## config.mk

```make
export PLATFORM = sky130hd
export DESIGN_NAME = rv_div
export DESIGN_NICKNAME = d
export VERILOG_FILES = /design/src/rtl/rv_div_pkg.sv /design/src/rtl/rv_div_step.sv /design/src/rtl/rv_div.sv
export SDC_FILE = /design/constraint.sdc
export NUM_CORES = 1
export LEC_CHECK = 0
export CORE_MARGIN = 5
export CORE_UTILIZATION = 40
export DETAILED_ROUTE_END_ITERATION = 6
export RECOVER_POWER = 25
export SLEW_MARGIN = 20
export SYNTH_ARGS = -nofsm -noshare
export SYNTH_HDL_FRONTEND = slang
export SYNTH_SLANG_ARGS = --single-unit
```

## constraint.sdc

```tcl
create_clock -name clk -period 3.4 [get_ports clk]
set_input_delay 0.34 -clock clk [delete_from_list [all_inputs] [get_ports clk]]
set_output_delay 0.34 -clock clk [all_outputs]
set_load 0.03 [all_outputs]
```

## src/rtl/rv_div_pkg.sv

```systemverilog
// rv_div_pkg: shared constants for the rv_div restoring divider (see rv_div for RV_DIV_SIGNED_EN).
package rv_div_pkg;
    localparam int XLEN_DEF = 64;
    localparam logic [1:0] IDLE = 2'd0;
    localparam logic [1:0] BUSY = 2'd1;
    localparam logic [1:0] DONE = 2'd2;
    localparam int CNT_W = $clog2(XLEN_DEF);

    function automatic int cnt_w(input int xlen);
        return $clog2(xlen);
    endfunction
endpackage

```

## src/rtl/rv_div_step.sv

```systemverilog
// rv_div_step: one combinational restoring-division iteration.
module rv_div_step #(
    parameter int XLEN = 64
) (
    input  logic [XLEN-1:0] prem,
    input  logic            msb,
    input  logic [XLEN-1:0] dvs,
    output logic [XLEN-1:0] prem_n,
    output logic            q
);
    logic [XLEN:0] diff;
    // XLEN+1 bits: the shifted remainder can reach twice the divisor
    always_comb begin
        diff   = {prem, msb} - {1'b0, dvs};
        q      = ~diff[XLEN];
        prem_n = q ? diff[XLEN-1:0] : {prem[XLEN-2:0], msb};
    end
endmodule

```

## src/rtl/rv_div.sv

```systemverilog
// rv_div: iterative radix-2 restoring divider, XLEN cycles per divide plus a one-cycle ready pulse.
// Define RV_DIV_SIGNED_EN to add signed_i and signed (RISC-V DIV/REM) semantics.
module rv_div
    import rv_div_pkg::*;
#(
    parameter int XLEN = XLEN_DEF
) (
    input  logic            clk,
    input  logic            rstn,
    input  logic            vld_i,
`ifdef RV_DIV_SIGNED_EN
    input  logic            signed_i,
`endif
    input  logic [XLEN-1:0] op1_i,
    input  logic [XLEN-1:0] op2_i,
    output logic [XLEN-1:0] rem_o,
    output logic [XLEN-1:0] quo_o,
    output logic            ready_o
);
    localparam int CW = cnt_w(XLEN);

    logic [1:0]      state;
    logic [CW-1:0]   cnt;
    logic [XLEN-1:0] prem, dvd, dvs, prem_n, qraw, a, b, quo_n, rem_n;
    logic            q, start;

    rv_div_step #(.XLEN(XLEN)) u_step (
        .prem  (prem),
        .msb   (dvd[XLEN-1]),
        .dvs   (dvs),
        .prem_n(prem_n),
        .q     (q)
    );

    assign qraw  = {dvd[XLEN-2:0], q};
    assign start = vld_i & (state == IDLE | state == DONE);

`ifdef RV_DIV_SIGNED_EN
    logic neg_a, neg_b, neg_q, neg_r;
    always_comb begin
        neg_a = signed_i & op1_i[XLEN-1];
        neg_b = signed_i & op2_i[XLEN-1];
        a     = neg_a ? -op1_i : op1_i;
        b     = neg_b ? -op2_i : op2_i;
        quo_n = neg_q ? -qraw : qraw;
        rem_n = neg_r ? -prem_n : prem_n;
    end
    // divide by zero keeps the all-ones quotient regardless of dividend sign
    always_ff @(posedge clk or negedge rstn) begin
        if (!rstn) begin
            neg_q <= 1'b0;
            neg_r <= 1'b0;
        end else if (start) begin
            neg_q <= (neg_a ^ neg_b) & |op2_i;
            neg_r <= neg_a;
        end
    end
`else
    always_comb begin
        a     = op1_i;
        b     = op2_i;
        quo_n = qraw;
        rem_n = prem_n;
    end
`endif

    always_ff @(posedge clk or negedge rstn) begin
        if (!rstn) begin
            state   <= IDLE;
            cnt     <= '0;
            prem    <= '0;
            dvd     <= '0;
            dvs     <= '0;
            quo_o   <= '0;
            rem_o   <= '0;
            ready_o <= 1'b0;
        end else begin
            ready_o <= 1'b0;
            if (start) begin
                dvd   <= a;
                dvs   <= b;
                prem  <= '0;
                cnt   <= CW'(XLEN - 1);
                state <= BUSY;
            end else if (state == BUSY) begin
                prem <= prem_n;
                dvd  <= qraw;
                cnt  <= cnt - 1'b1;
                if (cnt == '0) begin
                    state   <= DONE;
                    ready_o <= 1'b1;
                    quo_o   <= quo_n;
                    rem_o   <= rem_n;
                end
            end else begin
                state <= IDLE;
            end
        end
    end
endmodule

```

==> impl_results.rst, run 1 <==
.. list-table::
   :header-rows: 1

   * - Metric
     - Value
   * - Gr usage total
     - 21.1%
   * - Count of clock tree sinks
     - 329
   * - Post-synthesis instance area
     - 17200 sq um
   * - Quantity of I/O buffers inserted on ports
     - approximately 260
   * - TritonRoute pass-1 iters
     - 6
   * - HPWL after detailed placement
     - between 30000 and 40000 um
   * - Average footprint of a synthesized cell
     - 8.70 sq um
   * - Path depth of the worst reg2reg path
     - 15
   * - Hold Path Cell Cnt
     - 3
   * - Root buffer cell
     - sky130_fd_sc_hd__clkbuf_16
   * - Type of the worst min-delay path
     - primary input to flip-flop
   * - RSZ-0062 raised after global routing
     - true
   * - Maximum VDD drop
     - 0.000373 V
   * - Share of final-layout standard cells stronger than drive strength 1
     - 11.8%
   * - Count of state elements after synthesis
     - between 300 and 400
   * - Worst slew pin tran
     - 2100 ps
   * - Cell count after synthesis
     - just under 2000
   * - Setup violation total in the final timing report
     - 0
   * - Maximum count of clock buffers along a single path
     - 3
   * - Total power after layout
     - about 18 mW
   * - Via-to-Cell Ratio
     - 5.23
   * - Worst R2R Start
     - prem[21]
   * - Launch point of the worst hold path
     - op2_i[60]
   * - Clk_lat worst skew
     - between 500 and 600 ps
   * - Num ports
     - between 200 and 300
   * - Post-synthesis sequential area ratio
     - around 48%
   * - Clock-pin slew reported for the worst setup and hold paths after clock tree synthesis
     - roughly 60 ps
   * - Leading post-synthesis cells by cell area
     - sky130_fd_sc_hd__dfrtp_1 (48%), sky130_fd_sc_hd__nand2_1 (13%), sky130_fd_sc_hd__ha_1 (4.8%)
   * - Highest clock rate
     - a little under 0.3 GHz
   * - Net count, final
     - 2476
   * - Fill count
     - between 3000 and 4000
   * - Largest net degree at the start of global routing
     - 192
   * - Worst slew margin relative to its limit
     - -39.8%
   * - Critical path peak fanout
     - 36
   * - Final Cell Area
     - 22600 sq um
   * - Placed insts
     - 2761
   * - Number of remaining DRC errors
     - 0
   * - Status
     - finished, violations left
   * - Data arrival, critical path
     - 3750 ps
   * - Count of unique library cells instantiated by Yosys
     - 79
   * - Reg-to-reg setup timing slack
     - 40 ps
   * - Non-filler cells in the finished layout
     - roughly 2800
   * - Floorplan die height
     - 217 um
   * - Number of synthesized flops with an enable pin
     - 0
   * - Synth Flop Type
     - sky130_fd_sc_hd__dfrtp_1
   * - ANT nets after route
     - 0
   * - H-tree level count
     - 2
   * - Net count after synthesis
     - 2171
   * - Crit path launch type
     - flip-flop
   * - Area added between synthesis and finish
     - 32.0%
   * - Failing checks
     - capacitance limit, slew limit
   * - TritonCTS clock tree
     - yes
   * - Critical setup path kind
     - flip-flop to flip-flop
   * - Yosys warns
     - 0
   * - Avg WL per Cell
     - 18.2 um
   * - Die outline area
     - 47100 sq um
   * - Instance area after placement
     - 20900 sq um
   * - Final Hold Slack
     - 353 ps
   * - Number of global-route vias before repair
     - roughly 15000
   * - Worst setup EP type
     - flip-flop
   * - RR Endpoint
     - rem_o[20]
   * - Share of flip-flops with an asynchronous set or reset after synthesis
     - between 90% and 100%
   * - Placement Rows
     - 75
   * - Die boundary width
     - 217 um
   * - Most area-hungry cell type in the Yosys netlist
     - sky130_fd_sc_hd__dfrtp_1
   * - Weighted congestion at the end of routability-driven global placement
     - 0.914
   * - Area fraction of the dominant cell type after synthesis
     - 48.0%
   * - Total wire length after detailed routing
     - 51900 um
   * - Via count
     - between 10000 and 15000
   * - Number of slew-limit violations in the final report
     - 74
   * - First DRT Iteration DRCs
     - 966
   * - Final critical-path share of the clock period
     - a little over nine tenths
   * - CP Data Required Time
     - 3790 ps
   * - Wire length of the first global-routing pass
     - 81100 um
   * - End of the worst hold path
     - dvs[60]
   * - Number of antenna violations at the first check in global routing
     - 2
   * - Max cap viols
     - 1
   * - Post-Route Skew
     - roughly 14 ps
   * - Leak
     - about 10 nW
   * - GRT overflow
     - 0
   * - Number of CTS-inserted buffers
     - 38
   * - Starting utilization of the core area
     - 40.6%
   * - Sum Neg Setup Slack
     - 0 ps
   * - Std-Cell Core Area
     - 42200 sq um
   * - Power density over the cells
     - 793 nW/um^2
   * - Clock period minus final worst setup slack
     - 3360 ps
   * - Endpoints failing hold
     - 0
[sequential cells by signal, indices dropped and copies added (netlist names)]
name,count
dvd,64
dvs,64
prem,64
quo_o,64
rem_o,64
cnt,6
state,2
ready_o,1
[layout by cell type, fill, tap and decap left out, types with 54 or more instances in the layout]
master,count
sky130_fd_sc_hd__inv_1,76
sky130_fd_sc_hd__nor2_1,89
sky130_fd_sc_hd__nand2_1,579
sky130_fd_sc_hd__clkdlybuf4s50_1,258
sky130_fd_sc_hd__a22oi_1,64
sky130_fd_sc_hd__buf_4,98
sky130_fd_sc_hd__dfrtp_1,328
sky130_fd_sc_hd__o21ai_0,147
sky130_fd_sc_hd__a21oi_1,102
sky130_fd_sc_hd__o21ai_1,54
[logic make-up after synthesis]
logic type	after synthesis	synth area share (%)
flops	329	48.0
xor+xnor	60	3.06
buf+inv	189	4.51
mux	23	1.41
simple gates	787	19.0
fa+ha+maj	67	4.93
compound gates	518	19.1
[metal layers]
metal / global-route usage (%) / part of all wire, % / routed length (um) / up-vias
met5: 0 / 0 / 0 / -
met4: 5.16 / 2.1 / 1090 / 0
met3: 4.56 / 5.1 / 2620 / 74
met2: 34.6 / 48 / 24900 / 312
met1: 28.8 / 45 / 23300 / 7218
li1: - / - / - / 7296
[how the worst max path moves through the flow]
stage | start | to | slack, ps | cells after the start
final | prem[21] | rem_o[20] | 40 | 15
after floorplan | prem[44] | prem[58] | 340 | 13
after CTS | dvs[0] | prem[16] | 10 | 15
after detailed placement | dvs[0] | prem[58] | -100 | 14
after global placement | dvd[63] | rem_o[58] | 20 | 15
after global routing | prem[21] | rem_o[20] | -140 | 16
[timing repair]
action                                  CTS  global route
pin swaps                                 2            19
gates cloned                              0             2
hold buffers                              1             0
gates resized for setup                   9            68
setup buffers                             0            13
endpoints found under the setup margin   88           128
endpoints found under the hold margin    72             0
[synth_stat cells, drive strengths merged, types with 5 or more instances]
cell type,instances
nor3b,5
o41ai,5
a22oi,66
a22o,19
o21ai,207
xor2,30
nor2b,14
buf,23
o21a,8
a31oi,5
xnor2,30
nor2,91
o21bai,15
clkbuf,88
nand2,582
nand4,16
mux2,10
nand3,14
and3,10
a21oi,125
nor3,15
o211ai,8
nand2b,18
and4,5
mux2i,13
dfrtp,329
ha,66
inv,78
and2,8
a21o,29
[final cells by class]
cell class | instances | area, sq um | area share, %
multi-input combinational | 1455 | 8520 | 37.6
inverter | 78 | 294 | 1.30
timing repair buffer | 376 | 3640 | 16.1
sequential | 329 | 8230 | 36.4
clock inverter | 8 | 96.3 | 0.425
antenna | 1 | 2.50 | 0.0111
tap | 539 | 674 | 2.98
clock buffer | 61 | 1190 | 5.26
[critical path: stages (launching register included)]
cell                       delay, ps
sky130_fd_sc_hd__dfrtp_1         400
sky130_fd_sc_hd__ha_1            370
sky130_fd_sc_hd__and4_1          250
sky130_fd_sc_hd__nor4b_2         210
sky130_fd_sc_hd__buf_4           170
sky130_fd_sc_hd__nand3_2         110
sky130_fd_sc_hd__a211oi_4        300
sky130_fd_sc_hd__o31ai_2         100
sky130_fd_sc_hd__buf_4           160
sky130_fd_sc_hd__nand4_1          80
sky130_fd_sc_hd__nor3b_4         260
sky130_fd_sc_hd__buf_6           190
sky130_fd_sc_hd__buf_12          190
sky130_fd_sc_hd__nor2_1           70
sky130_fd_sc_hd__a21oi_1         240
sky130_fd_sc_hd__o21ai_1          90
[per-stage QoR]
| step | utilization (%) | setup WS [ps] |
|---|---|---|
| 2_1_floorplan | - | 340 |
| 3_3_place_gp | 49.4 | 24.5 |
| 3_5_place_dp | 49.4 | -96.0 |
| 4_1_cts | 52.6 | 14.4 |
| 5_1_grt | 53.6 | -135 |
| 6_report | 53.6 | 43.1 |
[where the power goes]
group / switching [mW] / leakage [nW] / internal (mW)
combinational: 4.55 / 5.68 / 3.86
sequential: 0.655 / 4.13 / 4.72
clock: 1.62 / 0.631 / 2.55
total: 6.83 / 10.4 / 11.1
Power figures use the tool's default switching activity.
==> run 2, diff against run 1 <==
- SYNTH_HIERARCHICAL: unset -> 1
==> run 2 against run 1 <==
Compared with the run above:
- largest power group unchanged
- critical endpoint is now rem_o[19]
- critical path type unchanged
- sequential cell count unchanged
- die area up 4.9%
- combinational power rose to 2.6 times the previous value
- clock-buffer cell count shrank 8
- register-to-register slack got worse by 450 ps
- the flow finishes with violations (setup timing)
- fmax is 12% lower
- non-clock buffer count up 84
- clock power grew 6.7%
- worst setup slack worse by 450 ps
- first-iteration DRC count is 15% higher
- highest routed layer unchanged
==> impl_results.rst, run 2 <==
.. list-table::
   :header-rows: 1

   * - Metric
     - Value
   * - Share of final-layout standard cells stronger than drive strength 1
     - 22.7%
   * - Quantity of I/O buffers inserted on ports
     - roughly 260
   * - Wire length of the first global-routing pass
     - 81800 um
   * - Area fraction of the dominant cell type after synthesis
     - 45.6%
   * - Worst setup EP type
     - flip-flop
   * - Instance area after placement
     - 22400 sq um
   * - Max cap viols
     - 0
   * - Most area-hungry cell type in the Yosys netlist
     - sky130_fd_sc_hd__dfrtp_1
   * - Worst slew pin tran
     - 1480 ps
   * - Clk_lat worst skew
     - around 550 ps
   * - First DRT Iteration DRCs
     - about 1100
   * - Cell types with the highest counts after synthesis
     - sky130_fd_sc_hd__dfrtp_1 (329), sky130_fd_sc_hd__nand2_1 (313), sky130_fd_sc_hd__mux2_4 (140)
   * - Post-synthesis instance area
     - 18000 sq um
   * - Clock period minus final worst setup slack
     - 3810 ps
   * - Worst slew margin relative to its limit
     - 1.43%
   * - Post-Route Skew
     - 21.7 ps
   * - Type of the worst min-delay path
     - primary input to flip-flop
   * - Maximum count of clock buffers along a single path
     - 3
   * - Area added between synthesis and finish
     - 33.5%
   * - ANT nets after route
     - 0
   * - Number of CTS-inserted buffers
     - 38
   * - Via-to-Cell Ratio
     - between 5 and 6
   * - Average footprint of a synthesized cell
     - 10.4 sq um
   * - Final Cell Area
     - roughly 24000 sq um
   * - Largest net degree at the start of global routing
     - 132
   * - Critical path, cell by cell
     - inv_2, ha_4, fa_2, and2b_1, o211ai_1, a31o_1, o21ai_2, a41oi_2, a211o_1, a21oi_2, nor3_2, nor3_4, clkinv_4, buf_12, mux2_4, mux2_4
   * - Number of remaining DRC errors
     - 0
   * - Endpoints failing hold
     - 0
   * - Num ports
     - 260
   * - Post-Place Worst Slack
     - -311 ps
   * - Stage delay of the slowest cell on the critical path
     - ~360 ps
   * - Critical Path Slowest Stage Cell
     - sky130_fd_sc_hd__dfrtp_1
   * - Power density over the cells
     - around 1300 nW/um^2
   * - Clock-pin slew reported for the worst setup and hold paths after clock tree synthesis
     - 60 ps
   * - Number of global-route vias before repair
     - 14700
   * - Failing checks
     - setup timing
   * - TritonRoute pass-1 iters
     - 5
   * - Post-Synth Adder-Cell Area
     - 4.69%
   * - Number of slew-limit violations in the final report
     - 0
   * - Maximum VDD drop
     - 0.000663 V
   * - Critical setup path kind
     - flip-flop to flip-flop
   * - Final critical-path share of the clock period
     - 112%
   * - Most frequent cell after synthesis
     - sky130_fd_sc_hd__dfrtp_1
   * - Placement Rows
     - 77
   * - Post-synthesis sequential area ratio
     - a little under half
   * - Synth Flop Type
     - sky130_fd_sc_hd__dfrtp_1
   * - Floorplan die height
     - 222 um
   * - Number of synthesized flops with an enable pin
     - 0
   * - Path depth of the worst reg2reg path
     - 16
   * - Critical path peak fanout
     - 14
   * - Share of flip-flops with an asynchronous set or reset after synthesis
     - 100%
   * - RSZ-0062 raised after global routing
     - true
   * - Yosys warns
     - 6
   * - Leading post-synthesis cells by cell area
     - sky130_fd_sc_hd__dfrtp_1 (46%), sky130_fd_sc_hd__mux2_4 (12%), sky130_fd_sc_hd__nand2_1 (6.5%)
   * - Highest clock rate
     - 0.263 GHz
   * - Cell count after synthesis
     - 1732
   * - H-tree level count
     - 2
   * - Data arrival, critical path
     - 4230 ps
   * - Setup violation total in the final timing report
     - 130
   * - Starting utilization of the core area
     - 40.6%
   * - Root buffer cell
     - sky130_fd_sc_hd__clkbuf_16
   * - Leak
     - roughly 12 nW
   * - Crit path launch type
     - flip-flop
   * - Die boundary width
     - 222 um
   * - Mux cell area share after synthesis
     - 14.9%
   * - Final critical-path setup slack
     - -409 ps
   * - Avg WL per Cell
     - 18.6 um
   * - Compound-cell area share of the yosys netlist
     - 14.3%
   * - Count of unique library cells instantiated by Yosys
     - 67
   * - Count of clock tree sinks
     - 329
   * - HPWL after detailed placement
     - about 36000 um
   * - Std-Cell Core Area
     - 44400 sq um
   * - Count of state elements after synthesis
     - 329
   * - Commonest non-fill, non-tap cell in the layout
     - sky130_fd_sc_hd__dfrtp_1
   * - Status
     - finished, violations left
   * - Via count
     - 14400
   * - Hold Path Cell Cnt
     - 3
   * - Net count, final
     - 2319
   * - Gr usage total
     - 20.0%
   * - Most common cell type on the critical path
     - sky130_fd_sc_hd__mux2_4
   * - GRT overflow
     - 0
   * - Largest family of logic cells by synthesized area
     - multiplexers
   * - Simple-gate area share of the yosys netlist
     - approximately 12%
   * - TritonCTS clock tree
     - yes
   * - Die outline area
     - 49500 sq um
   * - XOR/XNOR share of the synthesized area
     - 2.91%
   * - Weighted congestion at the end of routability-driven global placement
     - 0.914
   * - CP Data Required Time
     - 3820 ps
   * - Leading cell types in the layout, fill and taps excluded
     - sky130_fd_sc_hd__dfrtp_1 (329), sky130_fd_sc_hd__nand2_1 (313), sky130_fd_sc_hd__clkdlybuf4s50_1 (258)
   * - Number of antenna violations at the first check in global routing
     - 1
   * - Net count after synthesis
     - 1930
   * - Total wire length after detailed routing
     - roughly 51000 um
run 2: changes by cell type in the layout (fill, tap and decap cells not counted), moves of 54 or more:
cell / delta
sky130_fd_sc_hd__o21ai_0: -108
sky130_fd_sc_hd__nand2_1: -266
sky130_fd_sc_hd__buf_4: +85
sky130_fd_sc_hd__mux2_4: +152
sky130_fd_sc_hd__nand3_1: +67
sky130_fd_sc_hd__nor2_1: -54
run 2: critical path, delay by kind of cell (launching register included):
kind	cells	cell delay, ps
AOI/OAI and AO/OA	6	1200
muxes	2	580
and+or+nand+nor	3	560
DFF	1	360
adders and majority gates	2	510
buffers and inverters	3	450
run 2: cell families (layout without fill, tap and decap cells):
family	count (synthesis)	in the layout
AO/OA/AOI/OAI	372	372
XOR/XNOR	60	60
adder cells (fa/ha/maj)	67	67
buffers and inverters	201	619
flip-flops	329	329
multiplexers	193	193
other	0	1
AND/OR/NAND/NOR	510	510
run 2: routing by layer:
layer / routed length (um) / track usage (%) / part of all wire (%) / up-vias
li1: - / - / - / 6897
met1: 22700 / 27.0 / 45 / 7047
met2: 24700 / 33.4 / 48 / 352
met3: 2150 / 2.86 / 4.2 / 82
met4: 1440 / 6.34 / 2.8 / 0
met5: 0 / 0 / 0 / -
run 2: final timing paths:
check | start | endpoint | slack, ps
hold / removal | op2_i[6] | dvs[6] | 310
min in group asynchronous | rstn | dvs[8] | 680
setup / recovery | dvd[63] | rem_o[19] | -410
setup reg to reg | dvd[63] | rem_o[19] | -410
max in group asynchronous | rstn | quo_o[47] | 470
hold reg to reg | dvs[53] | dvs[53] | 470
run 2: layout make-up:
class                           instances  area [sq um]
Fill cell                            3907         20300
Multi-Input combinational cell       1202          9110
Sequential cell                       329          8230
Timing Repair Buffer                  460          4270
Clock buffer                           53          1150
Tap cell                              592           741
Inverter                               89           339
Clock inverter                         16           236
Timing Repair inverter                  1          11.3
Antenna cell                            1          2.50
run 2: repair_timing:
item                                    4_1_cts  5_1_grt
pin swaps                                     6        1
buffers inserted                             11        9
hold endpoints to repair                     54        0
hold buffers                                  1        0
endpoints found under the setup margin      127      130
cloned                                        2        2
gates resized for setup                      16       21
run 2: report_power, final:
part           total [mW]  leakage [nW]  switching (mW)  internal (mW)
clock network        4.45         0.681            1.70           2.75
registers            6.40          4.22           0.980           5.42
logic                21.5          6.84            10.3           11.1
run 2: stage by stage:
step                hold WS (ps)  power [mW]  cells  util [%]  TNS (ps)
finish                       310        32.3   2743      54.2    -41250
global placement             310        26.3   2652      50.4    -22480
CTS                          278        32.0   2732      54.0    -31900
global route                 309        34.7   2743      54.2    -60640
floorplan                   44.4        20.4   1732         -    -10090
detailed placement           315        26.8   2652      50.4    -31370
==> RTL edit 1 (settings of run 2) <==
Build with the macro `RV_DIV_SIGNED_EN` defined.
--- a/src/rtl/rv_div.sv
+++ b/src/rtl/rv_div.sv
@@ -2,2 +2,4 @@
 // Define RV_DIV_SIGNED_EN to add signed_i and signed (RISC-V DIV/REM) semantics.
+`define RV_DIV_SIGNED_EN
+
 module rv_div
Ports: changed (added signed_i); port bits go from 260 to 261. The function was not compared with the original's and may differ.
==> RTL edit 1 against run 2 <==
The flow finishes with violations (capacitance limit, slew limit, setup timing). Critical path type unchanged. Routed wire length is 80% higher. Utilization is 6.4 points higher. Area after synthesis is 29% higher. Total power is 6.1% higher. Critical endpoint is now rem_o[49]$_DFFE_PN0P_. Sequential cell count is 2 higher. Largest cell class unchanged. Highest routed layer is now met5. Sequential power is 11% lower. Worst setup slack worse by 1.3 ns. Design area is 45% higher.
==> RTL edit 1: results <==
metrics = {
    "routing": {
        "vias": 24100,
        "dr.pass1.iters": 7,
        "wirelength_um": 91500,
        "drt_iter0_drc": 1735,
        "top_layer": "met5",
        "routedWlPerCell_um": 21.1,
    },
    "setup_path": {
        "cp_max_fo": 7,
        "critical-path-top-delay-family": "simple AND/OR/NAND/NOR gates",
        "reg2reg_to": "rem_o[49]$_DFFE_PN0P_",
        "reg2regPathDepth": 22,
        "critPathCapture": "rem_o[49]$_DFFE_PN0P_",
        "crit_slowest_cell": "or4_4",
        "arrival_ns": 5.61,
    },
    "run": {
        "max_cap_violations": 2,
    },
    "synthesis": {
        "synth_top_area_share": 0.356,
        "ys_top_cells_by_area": "dfrtp_1 (36%), nand2_1 (7.3%), xor2_1 (6.4%)",
        "synth_cells": 2773,
        "async_reset_ff_frac": 1.00,
        "synth_common_cells": "nand2_1 (451), dfrtp_1 (331), o21ai_0 (272), a21oi_1 (186), xor2_1 (170)",
        "syn-num-nets": 2976,
        "ys_seq_area_frac": 0.356,
    },
    "timing": {
        "fin_tns_setup_ns": -154.33,
        "timing.final.ws_setup_ns": -1.75,
        "clock-skew-final_ns": 0.0219,
        "hold_ws_ns": 0.403,
        "setup_viol": 171,
        "max_slew_margin": -0.893,
        "slew_violations": 138,
    },
    "grt": {
        "grt_max_degree": 113,
        "grt_use_met1": 0.375,
        "grt_use_met3": 0.0430,
        "grt_pass1_wl_um": 141000,
        "antenna_found_initial": 5,
        "use_met2": 0.464,
        "grt_use_total": 0.277,
    },
    "place": {
        "place_ws_ns": -2.12,
        "placed_cells": 4186,
        "dpl.hpwl_um": 68400,
        "postPlaceCellArea_um2": 30900,
    },
    "clock_tree": {
        "clk_latency_ns": 0.59,
        "cts_buffers": 42,
    },
    "pwr": {
        "seq_power_w": 0.00568,
        "ir_worst_vdd_mv": 0.588,
        "netSwitchingPower_w": 0.0143,
    },
    "min_path": {
        "holdPathEnd": "dvd[1]$_DFFE_PN0P_",
        "min_from": "op1_i[1]",
    },
    "run_status": {
        "violations": "capacitance limit, slew limit, setup timing",
        "status": "finished with violations",
    },
    "finish": {
        "drive_gt1_frac": 0.287,
    },
}
## RTL edit 1: what timing repair did
item                       in CTS  in global routing
setup buffers                  31                 39
setup endpoints to repair     193                190
gates resized for setup       212                220
hold endpoints to repair       88                  0
hold buffers                    1                  0
pin swaps                     101                108
cloned                          3                  0
## RTL edit 1: logic make-up after synthesis
group | after synthesis | share of synthesized area
AND/OR/NAND/NOR | 965 | 0.198
AO/OA/AOI/OAI | 771 | 0.205
flip-flops | 331 | 0.356
XOR/XNOR | 310 | 0.117
buffers and inverters | 260 | 0.0447
adder cells (fa/ha/maj) | 71 | 0.0385
multiplexers | 65 | 0.0400
## RTL edit 1: layout make-up
cell class,count,area [um2]
Multi-Input combinational cell,2182,16100
Fill cell,5052,22700
Timing Repair Buffer,875,7740
Inverter,103,392
Sequential cell,331,8290
Antenna cell,3,7.51
Clock buffer,56,1160
Tap cell,765,957
Clock inverter,20,285
==> RTL edit 2 (settings of run 2) <==
Without the edit above. Set the package constant `XLEN_DEF` to 128 (it was 64).
--- a/src/rtl/rv_div_pkg.sv
+++ b/src/rtl/rv_div_pkg.sv
@@ -2,3 +2,3 @@
 package rv_div_pkg;
-    localparam int XLEN_DEF = 64;
+    localparam int XLEN_DEF = 128;
     localparam logic [1:0] IDLE = 2'd0;
Interface: changed (resized op1_i, op2_i, quo_o and rem_o); port bits go from 260 to 516. The function was not compared with the original's and may differ.
==> RTL edit 2 against run 2 <==
The flow finishes with violations (capacitance limit, slew limit, setup timing). Sequential share of layout area fell by 4.3 points. Fmax fell by 1.4%. Area after synthesis rose by 100%. Count of clock-buffer cells in the layout rose by 45. First-iteration DRC count rose by 120%. Global-route usage rose by 6.6 points. Routed wire length rose to 2.6 times the old value. Clock skew rose by 0.0038 ns. Design area rose by 130%. Die area rose by 97%. Total power rose by 42%. Cell count rose by 130%. Sequential cell count rose by 321. Worst setup slack got worse by 0.055 ns. Largest cell class unchanged.
==> RTL edit 2: results <==
metrics = {
    "place": {
        "gp_congestion": 0.934,
        "postPlaceCellArea_um2": 47600,
        "dpl.hpwl_um": 92900,
        "place_ws_ns": -0.755,
        "io_buffer_count": 515,
        "placed_cells": 5992,
    },
    "run_status": {
        "status": "finished with violations",
        "violations": "capacitance limit, slew limit, setup timing",
    },
    "routing": {
        "wl_met2_um": 61200,
        "top_layer": "met5",
        "wirelength_um": 134000,
        "detail_route.vias_per_cell": 5.36,
        "m1WireLength_um": 57000,
        "dr_wl_met3_um": 11000,
        "drt_iter0_drc": 2433,
        "routedWlPerCell_um": 21.6,
    },
    "grt": {
        "use_met2": 0.424,
        "grt_pass1_wl_um": 206000,
        "grt_use_met1": 0.346,
        "grt_max_degree": 135,
        "grt_use_total": 0.266,
    },
    "synthesis": {
        "synthesis.area_um2": 36500,
        "ys_seq_area_frac": 0.446,
        "synthMuxAreaShare": 0.106,
        "synthXorXnorAreaFrac": 0.0293,
        "synth_common_cells": "nand2_1 (814), dfrtp_1 (650), mux2_4 (240), a21oi_1 (221), clkbuf_1 (159)",
        "netlist-cell-type-count": 82,
        "synth_fa_ha_area_frac": 0.0451,
    },
    "run": {
        "max_cap_violations": 1,
    },
    "timing": {
        "setup_viol": 258,
        "tightest_slew_ns": 2.66,
        "slew_violations": 81,
        "fin_tns_setup_ns": -88.68,
        "timing.final.ws_setup_ns": -0.464,
        "clock-skew-final_ns": 0.0255,
    },
    "pwr": {
        "ir_worst_vdd_mv": 0.520,
        "p_leak_nw": 26.5,
    },
    "setup_path": {
        "crit_slowest_cell": "or4_4",
        "cp_slowest_stage_delay_ns": 0.54,
        "regToRegStartpoint": "prem[105]$_DFFE_PN0P_",
        "cp_max_fo": 7,
    },
    "min_path": {
        "min_from": "op2_i[111]",
    },
    "finish": {
        "fill_cells": 7663,
        "nets": 5367,
        "drive_gt1_frac": 0.322,
    },
    "clock_tree": {
        "cts_setup_buffers": 53,
    },
}
-- RTL edit 2: cell types whose count changed in the layout (fill, tap and decap cells not counted), moves of 65 or more --
cell and change:
buf_4 +550, nand2_1 +379, dfrtp_1 +321, clkdlybuf4s50_1 +256, nand2_4 +115, a21oi_1 +105, mux2_4 +104, nor2_1 +97
o21ai_0 +70, nand3_1 +69, o21ai_4 +69, a22o_1 +66, inv_1 +65
-- RTL edit 2: logic make-up (layout without fill, tap and decap cells) --
group / after synthesis / after routing
flip-flops: 650 / 650
XOR/XNOR: 122 / 122
AO/OA/AOI/OAI: 929 / 929
other: 0 / 12
adder cells (fa/ha/maj): 131 / 131
buffers and inverters: 380 / 1634
multiplexers: 263 / 263
AND/OR/NAND/NOR: 1306 / 1306
-- RTL edit 2: power breakdown --
| part | internal, W | leakage [nW] | switching [W] |
|---|---|---|---|
| registers | 0.00963 | 8.72 | 0.00135 |
| logic | 0.0119 | 16.6 | 0.0148 |
| clock network | 0.00452 | 1.19 | 0.00354 |
| total | 0.0261 | 26.5 | 0.0197 |
-- RTL edit 2: worst paths after layout --
check | endpoint | slack (ns) | depth (start not counted)
max | rem_o[16]$_DFFE_PN0P_ | -0.46 | 15
min | dvs[111]$_DFFE_PN0P_ | 0.23 | 3
max reg2reg | rem_o[16]$_DFFE_PN0P_ | -0.46 | 15
min reg2reg | dvs[122]$_DFFE_PN0P_ | 0.47 | 2
max in group asynchronous | rem_o[20]$_DFFE_PN0P_ | 0.39 | 3
min in group asynchronous | dvs[63]$_DFFE_PN0P_ | 1.08 | 2
-- RTL edit 2: layout make-up --
cell class	instances	area share
sequential	650	0.299
clock buffer	98	0.0381
clock inverter	35	0.00658
multi-input combinational	2751	0.390
antenna	12	0.000552
inverter	159	0.0112
timing repair buffer	1342	0.227
tap	1176	0.0271
